===== config.mk =====
export PLATFORM = sky130hd
export DESIGN_NAME = i2c_burst_controller
export DESIGN_NICKNAME = d
export VERILOG_FILES = /design/src/rtl/led_driver_pkg.sv /design/src/rtl/i2c_reg_pointer.sv /design/src/rtl/i2c_burst_controller.sv
export SDC_FILE = /design/constraint.sdc
export NUM_CORES = 1
export LEC_CHECK = 0
export CORE_ASPECT_RATIO = 0.5
export CORE_MARGIN = 2
export CORE_UTILIZATION = 38
export CTS_CLUSTER_SIZE = 30
export DETAILED_ROUTE_END_ITERATION = 8
export HOLD_SLACK_MARGIN = 0.06
export PLACE_DENSITY = 0.64
export RECOVER_POWER = 25
export SLEW_MARGIN = 20
export SYNTH_ARGS = -nofsm -noshare
export SYNTH_HDL_FRONTEND = slang
export SYNTH_HIERARCHICAL = 1
export SYNTH_SLANG_ARGS = --single-unit

===== constraint.sdc =====
create_clock -name clk -period 1.85 [get_ports clk]
set_input_delay 0.2775 -clock clk [delete_from_list [all_inputs] [get_ports clk]]
set_output_delay 0.2775 -clock clk [all_outputs]
set_load 0.05 [all_outputs]

===== src/rtl/led_driver_pkg.sv =====
// Shared definitions for the LED driver register file and its I2C slave front end.
// Latency: n/a (types and constants only).
// Backpressure: n/a.
package led_driver_pkg;

    localparam int I2C_ADDR_BITS = 7;
    localparam int ADDR_BITS     = 4;
    localparam int DATA_BITS     = 8;

    // Register map of the LED driver.
    localparam logic [ADDR_BITS-1:0] REG_MODE = 4'd0;
    localparam logic [ADDR_BITS-1:0] REG_CTRL = 4'd1;
    localparam logic [ADDR_BITS-1:0] REG_LED0 = 4'd2;
    localparam logic [ADDR_BITS-1:0] REG_LED1 = 4'd3;
    localparam logic [ADDR_BITS-1:0] REG_LED2 = 4'd4;
    localparam logic [ADDR_BITS-1:0] REG_LED3 = 4'd5;
    localparam logic [ADDR_BITS-1:0] REG_LED4 = 4'd6;
    localparam logic [ADDR_BITS-1:0] REG_LED5 = 4'd7;
    localparam logic [ADDR_BITS-1:0] REG_LED6 = 4'd8;
    localparam logic [ADDR_BITS-1:0] REG_LED7 = 4'd9;

    typedef enum logic [2:0] {
        IDLE,
        DEV_ADDR,
        REG_PTR,
        WR_DATA,
        RD_FETCH,
        RD_SEND,
        IGNORE
    } i2c_burst_state_t;

    localparam logic I2C_ACK  = 1'b1;
    localparam logic I2C_NACK = 1'b0;

endpackage


===== src/rtl/i2c_reg_pointer.sv =====
// Register pointer with load, increment and auto-increment window wrap.
// Latency: load/inc take effect on the next clk edge; ptr_inc_val is combinational.
// Backpressure: none; load has priority over inc.
// Ports: clk, reset_n (async active-low), load/load_val, inc,
//        ptr (current pointer), ptr_inc_val (value ptr would take on inc).
module i2c_reg_pointer
    import led_driver_pkg::*;
#(
    parameter int NUM_REGS = 10,
    parameter int AUTO_INC = 1,
    parameter int AI_LO    = 0,
    parameter int AI_HI    = NUM_REGS - 1
) (
    input  logic                 clk,
    input  logic                 reset_n,
    input  logic                 load,
    input  logic [ADDR_BITS-1:0] load_val,
    input  logic                 inc,
    output logic [ADDR_BITS-1:0] ptr,
    output logic [ADDR_BITS-1:0] ptr_inc_val
);

    localparam logic [ADDR_BITS-1:0] LO_P   = ADDR_BITS'(AI_LO);
    localparam logic [ADDR_BITS-1:0] HI_P   = ADDR_BITS'(AI_HI);
    localparam logic [ADDR_BITS-1:0] LAST_P = ADDR_BITS'(NUM_REGS - 1);

    // The window check comes first so a window ending at the last register
    // wraps to AI_LO rather than to 0.
    always_comb begin
        ptr_inc_val = ptr;
        if (AUTO_INC != 0) begin
            if (ptr == HI_P) begin
                ptr_inc_val = LO_P;
            end else if (ptr == LAST_P) begin
                ptr_inc_val = '0;
            end else begin
                ptr_inc_val = ptr + ADDR_BITS'(1);
            end
        end
    end

    always_ff @(posedge clk or negedge reset_n) begin
        if (!reset_n) begin
            ptr <= '0;
        end else if (load) begin
            ptr <= load_val;
        end else if (inc) begin
            ptr <= ptr_inc_val;
        end
    end

endmodule


===== src/rtl/i2c_burst_controller.sv =====
// Byte-level I2C slave engine: burst writes, pointer-then-read, per-byte ACK/NACK.
// Latency: ack/reg_we/reg_re one cycle after the byte or tx_req; tx_valid two cycles after.
// Backpressure: none; tx_valid holds until tx_req, stop or start; losing same-cycle events are dropped.
// Ports: clk, reset_n; start/stop/rx_valid/rx_data from the bit receiver;
//        tx_req in, tx_data/tx_valid out to the transmitter; ack_valid/ack per byte;
//        reg_addr/reg_wdata/reg_we/reg_re/reg_rdata to the register file; busy, transaction_done.
module i2c_burst_controller
    import led_driver_pkg::*;
#(
    parameter logic [I2C_ADDR_BITS-1:0] DEVICE_ADDR = 7'h40,
    parameter int NUM_REGS = 10,
    parameter int AUTO_INC = 1,
    parameter int AI_LO    = 0,
    parameter int AI_HI    = NUM_REGS - 1
) (
    input  logic                 clk,
    input  logic                 reset_n,
    input  logic                 start,
    input  logic                 stop,
    input  logic                 rx_valid,
    input  logic [7:0]           rx_data,
    input  logic                 tx_req,
    output logic [7:0]           tx_data,
    output logic                 tx_valid,
    output logic                 ack_valid,
    output logic                 ack,
    output logic [ADDR_BITS-1:0] reg_addr,
    output logic [DATA_BITS-1:0] reg_wdata,
    output logic                 reg_we,
    output logic                 reg_re,
    input  logic [DATA_BITS-1:0] reg_rdata,
    output logic                 busy,
    output logic                 transaction_done
);

    if (ADDR_BITS < $clog2(NUM_REGS) || AI_LO < 0 || AI_LO > AI_HI || AI_HI >= NUM_REGS) begin : g_bad_params
        $error("i2c_burst_controller: illegal NUM_REGS/AI_LO/AI_HI combination");
    end

    i2c_burst_state_t state_q, state_nxt;

    logic [ADDR_BITS-1:0] ptr, ptr_inc_val;
    logic                 ptr_load, ptr_inc;

    logic                 matched_q, matched_nxt;
    logic                 fresh_q, fresh_nxt;
    logic [7:0]           tx_hold_q;
    logic                 ack_vld_nxt, ack_nxt, we_nxt, re_nxt, txv_nxt, done_nxt;
    logic [ADDR_BITS-1:0] addr_nxt;
    logic [DATA_BITS-1:0] wdata_nxt;

    i2c_reg_pointer #(
        .NUM_REGS (NUM_REGS),
        .AUTO_INC (AUTO_INC),
        .AI_LO    (AI_LO),
        .AI_HI    (AI_HI)
    ) u_ptr (
        .clk         (clk),
        .reset_n     (reset_n),
        .load        (ptr_load),
        .load_val    (rx_data[ADDR_BITS-1:0]),
        .inc         (ptr_inc),
        .ptr         (ptr),
        .ptr_inc_val (ptr_inc_val)
    );

    always_ff @(posedge clk or negedge reset_n) begin
        if (!reset_n) begin
            state_q <= IDLE;
        end else begin
            state_q <= state_nxt;
        end
    end

    always_comb begin
        state_nxt   = state_q;
        matched_nxt = matched_q;
        fresh_nxt   = 1'b0;
        ack_vld_nxt = 1'b0;
        ack_nxt     = ack;
        we_nxt      = 1'b0;
        re_nxt      = 1'b0;
        addr_nxt    = reg_addr;
        wdata_nxt   = reg_wdata;
        txv_nxt     = tx_valid;
        done_nxt    = 1'b0;
        ptr_load    = 1'b0;
        ptr_inc     = 1'b0;

        if (stop) begin
            state_nxt   = IDLE;
            txv_nxt     = 1'b0;
            done_nxt    = matched_q;
            matched_nxt = 1'b0;
        end else if (start) begin
            state_nxt   = DEV_ADDR;
            txv_nxt     = 1'b0;
            matched_nxt = 1'b0;
        end else begin
            case (state_q)
                DEV_ADDR: begin
                    if (rx_valid) begin
                        ack_vld_nxt = 1'b1;
                        if (rx_data[7:1] == DEVICE_ADDR) begin
                            ack_nxt     = I2C_ACK;
                            matched_nxt = 1'b1;
                            if (rx_data[0]) begin
                                state_nxt = RD_FETCH;
                                re_nxt    = 1'b1;
                                addr_nxt  = ptr;
                            end else begin
                                state_nxt = REG_PTR;
                            end
                        end else begin
                            ack_nxt   = I2C_NACK;
                            state_nxt = IGNORE;
                        end
                    end
                end
                REG_PTR: begin
                    if (rx_valid) begin
                        ack_vld_nxt = 1'b1;
                        if (int'(rx_data) < NUM_REGS) begin
                            ptr_load  = 1'b1;
                            ack_nxt   = I2C_ACK;
                            state_nxt = WR_DATA;
                        end else begin
                            ack_nxt   = I2C_NACK;
                            state_nxt = IGNORE;
                        end
                    end
                end
                WR_DATA: begin
                    if (rx_valid) begin
                        ack_vld_nxt = 1'b1;
                        ack_nxt     = I2C_ACK;
                        we_nxt      = 1'b1;
                        addr_nxt    = ptr;
                        wdata_nxt   = rx_data[DATA_BITS-1:0];
                        ptr_inc     = 1'b1;
                    end
                end
                RD_FETCH: begin
                    // reg_re is high this cycle; the data arrives next cycle,
                    // which is when tx_valid rises.
                    state_nxt = RD_SEND;
                    txv_nxt   = 1'b1;
                    fresh_nxt = 1'b1;
                end
                RD_SEND: begin
                    if (tx_req) begin
                        txv_nxt   = 1'b0;
                        ptr_inc   = 1'b1;
                        re_nxt    = 1'b1;
                        addr_nxt  = ptr_inc_val;
                        state_nxt = RD_FETCH;
                    end
                end
                default: ;
            endcase
        end
    end

    always_ff @(posedge clk or negedge reset_n) begin
        if (!reset_n) begin
            matched_q        <= 1'b0;
            fresh_q          <= 1'b0;
            tx_hold_q        <= '0;
            tx_valid         <= 1'b0;
            ack_valid        <= 1'b0;
            ack              <= 1'b0;
            reg_addr         <= '0;
            reg_wdata        <= '0;
            reg_we           <= 1'b0;
            reg_re           <= 1'b0;
            transaction_done <= 1'b0;
        end else begin
            matched_q        <= matched_nxt;
            fresh_q          <= fresh_nxt;
            tx_valid         <= txv_nxt;
            ack_valid        <= ack_vld_nxt;
            ack              <= ack_nxt;
            reg_addr         <= addr_nxt;
            reg_wdata        <= wdata_nxt;
            reg_we           <= we_nxt;
            reg_re           <= re_nxt;
            transaction_done <= done_nxt;
            if (fresh_q) begin
                tx_hold_q <= reg_rdata;
            end
        end
    end

    // In the first RD_SEND cycle the read data is passed straight through and
    // captured; afterwards the captured copy is held until the next fetch.
    assign tx_data = fresh_q ? reg_rdata : tx_hold_q;
    assign busy    = (state_q != IDLE);

endmodule


==> key figures <==
CTS
  • CTS tree: done
  • Max Root-Sink Buffers: 2
  • H-tree depth: 2
  • Clock root buffer: clkbuf_8
  • Worst-Skew Late Latency: 280 ps
  • TritonCTS Sinks: 35
  • Clk slew on worst S/H paths: 70 ps
  • TritonCTS Buffers: 5

Logic synthesis
  • Post-synthesis area per instance: 11.84 um2
  • Predominant post-synthesis flop cell: dfrtp_1
  • Seq/Total Area, Yosys: 0.5032
  • Area contributors post-synth: dfrtp_1 50%, mux2_2 17%, or3_1 1.8%, nand2_1 1.7%, nor2_1 1.7%
  • Netlist Area Pre-Place: 1740 um2
  • Distinct cell type count after synthesis: 41
  • Post-synth EDFFs: 0
  • Leading area contributor after synthesis: dfrtp_1
  • Post-synth ARST share: 1.000
  • Yosys Warn Count: 6
  • Post-synthesis cell count: 147
  • Most frequent cell after synthesis: dfrtp_1
  • Net count after synthesis: around 170
  • Synth Register Bits: 35
  • Synth top cells by count: 35 x dfrtp_1, 27 x mux2_2, 8 x nand2_1, 8 x nor2_1
  • Top-area cell type share of the netlist area: 0.5032

Placed design
  • Place WS: -335.8 ps
  • Placed inst area: 2599 um2
  • Number of port buffers: 48
  • Cells after DPL: 281
  • DP HPWL: slightly above 3 mm
  • Routability Congestion: 0.8194

Power and ir drop
  • Pwr dens: 932.1 nW/um2
  • Max rail drop VDD: 433.9 uV
  • Total power: about 2.6 mW
  • Pleak: 1.294 nW

STA
  • RSZ-0062 raised after global routing: yes
  • Setup slack after layout: 37.29 ps
  • Worst slew pin tran: 855.6 ps
  • Post-route clock period utilization: 0.9798
  • Final Setup Violations: 0
  • Final Slew Violations: 0
  • Max Freq: 0.5517 GHz
  • Final setup TNS: 0 ps
  • Clock skew: around 2.1 ps
  • Final hold slack: around 340 ps
  • Final Hold Viols: 0
  • Fin crit period: 1813 ps
  • Relative slew margins: 0.4296

Detailed routing
  • WL final: 4.044 mm
  • Antenna-violating nets left: 0
  • DR vias/cell: just under 5
  • DR iter-0 viols: 35
  • DR vias: 1450
  • # DRC: 0
  • DRT Pass-1 Iters: 5
  • DR WL/cell: between 10 and 15 um

Floorplanning
  • Floorplan core area: 4403 um2
  • DIE HEIGHT: 51.86 um
  • DIE AREA: between 5000 and 6000 um2
  • Top Ports: 49
  • Site row count: 17
  • Die Span X: between 90 and 100 um
  • Initial Util: 0.3953

Setup path
  • Startpoint class of the critical path: input pin
  • Largest delay share family, worst path: simple AND/OR/NAND/NOR gates
  • RR Startpoint: state_q[0]$_DFFE_PN0P_
  • CP max stage delay: about 450 ps
  • Worst reg-to-reg setup slack: roughly 50 ps
  • Crit path DAT: 2020 ps
  • Buf+Inv Stages, Crit Path: 1
  • Crit path cell chain: clkdlybuf4s50_1, nor2_2, nand2_2, or3_4, o21ai_4, nand2_2, or3_1, a2bb2oi_2
  • Required @ worst endpoint: 2050 ps
  • Critical Path End Type: flip-flop
  • Worst-path maximum fanout: 4
  • Most common cell on crit path: nand2_2
  • Crit Path Category: in2reg
  • Reg-to-Reg End: reg_addr[1]$_DFFE_PN0P_
  • Critical Path Slowest Stage Cell: clkdlybuf4s50_1
  • Path depth of the worst reg2reg path: 5

Min path
  • Hold EP: reg_wdata[6]$_DFFE_PN0P_
  • HP Start: rx_data[6]
  • Worst hold path class: in2reg
  • Hold depth: 2

Final layout
  • Final cell count without fillers: 293
  • Antenna diode count: 0
  • Filler cell count: 357
  • Final instance area: 2781 um2
  • Share of cells above drive strength 1: 0.4534
  • Area of the multi-input gates: 878.3 um2
  • Nets: 257
  • FF/Latch Area: roughly 880 um2
  • Util after Layout: 0.6317
  • P&R area growth vs syn: 59.81%

Job
  • Max Cap Viol: 0

GRT
  • GRT overflow: 0
  • Global-route wire length before repair: approximately 6.6 mm
  • Vias in the first global route: 1392
  • Largest net degree at the start of global routing: 36
  • Initial antenna violation count: 0
  • Tot GR Track Use: 0.1653

Outcome
  • Status: finished, final reports clean
## flip-flops by register name (all words and copies together) (netlist names)
name,flops
transaction_done,1
ack_valid,1
reg_wdata,8
u_ptr/ptr,4
reg_addr,4
state_q,3
tx_valid,1
reg_we,1
fresh_q,1
ack,1
tx_hold_q,8
matched_q,1
reg_re,1
## layer usage
| metal | vias to the layer above | track usage | share of wire |
|---|---|---|---|
| li1 | 710 | - | - |
| met1 | 713 | 0.2193 | 0.49 |
| met2 | 27 | 0.2748 | 0.47 |
| met3 | 0 | 0.04301 | 0.040 |
| met4 | 0 | 0.04110 | 0 |
| met5 | - | 0 | 0 |
## power breakdown
group | switching, mW | leakage [nW] | total (mW) | internal [mW]
clock | 0.255 | 0.0515 | 0.595 | 0.340
sequential | 0.0695 | 0.473 | 0.941 | 0.871
combinational | 0.561 | 0.770 | 1.06 | 0.496
## worst max-delay path by stage
stage                           startpoint                        to  cells after the start
floorplan           state_q[2]$_DFFE_PN0P_  u_ptr/ptr[2]$_DFFE_PN0P_                      6
CTS                             rx_data[6]   reg_addr[2]$_DFFE_PN0P_                      5
global route        state_q[0]$_DFFE_PN0P_   reg_addr[2]$_DFFE_PN0P_                      5
detailed placement              rx_data[6]  u_ptr/ptr[2]$_DFFE_PN0P_                      6
finish                               start  u_ptr/ptr[1]$_DFFE_PN0P_                      8
global placement                rx_data[6]  u_ptr/ptr[2]$_DFFE_PN0P_                      6
## cell type report
class	instances	area share
Multi-Input combinational cell	103	0.3158
Inverter	4	0.005398
Tap cell	57	0.02564
Timing Repair Buffer	86	0.3014
Clock buffer	8	0.03599
Sequential cell	35	0.3158
## worst register-to-register path, stage by stage, from the launching register on
cell and delay [ps]:
dfrtp_1 390, buf_4 170, and2b_2 230, nor2b_1 160, a221oi_4 370, mux2_2 370
## logic make-up (layout without fill, tap and decap cells)
| kind of cell | count (synthesis) | after routing | share of synthesized area |
|---|---|---|---|
| muxes | 28 | 28 | 0.1812 |
| AOI/OAI and AO/OA | 21 | 21 | 0.09418 |
| buffers and inverters | 9 | 98 | 0.02516 |
| DFF | 35 | 35 | 0.5032 |
| xor gates and xnor gates | 3 | 3 | 0.01510 |
| and+or+nand+nor | 51 | 51 | 0.1812 |
## layout by cell type (no fill, tap or decap), types with 5 or more instances in the layout
cell type        Yosys  layout
dfrtp_1             35      33
buf_12               0       8
nor2_1               8       7
clkbuf_8             0       7
clkdlybuf4s50_1      0      33
buf_4                0      41
nand2_1              8       7
mux2_2              27      27
a21oi_1              5       5
## repair_timing
action / CTS / global route
gates resized for setup: 7 / 8
pin swaps: 3 / 5
hold buffers: 0 / 0
setup endpoints to repair: 2 / 9
endpoints found under the hold margin: 0 / 0
setup buffers: 2 / 2
No activity file was read; power rests on OpenSTA's default activity.
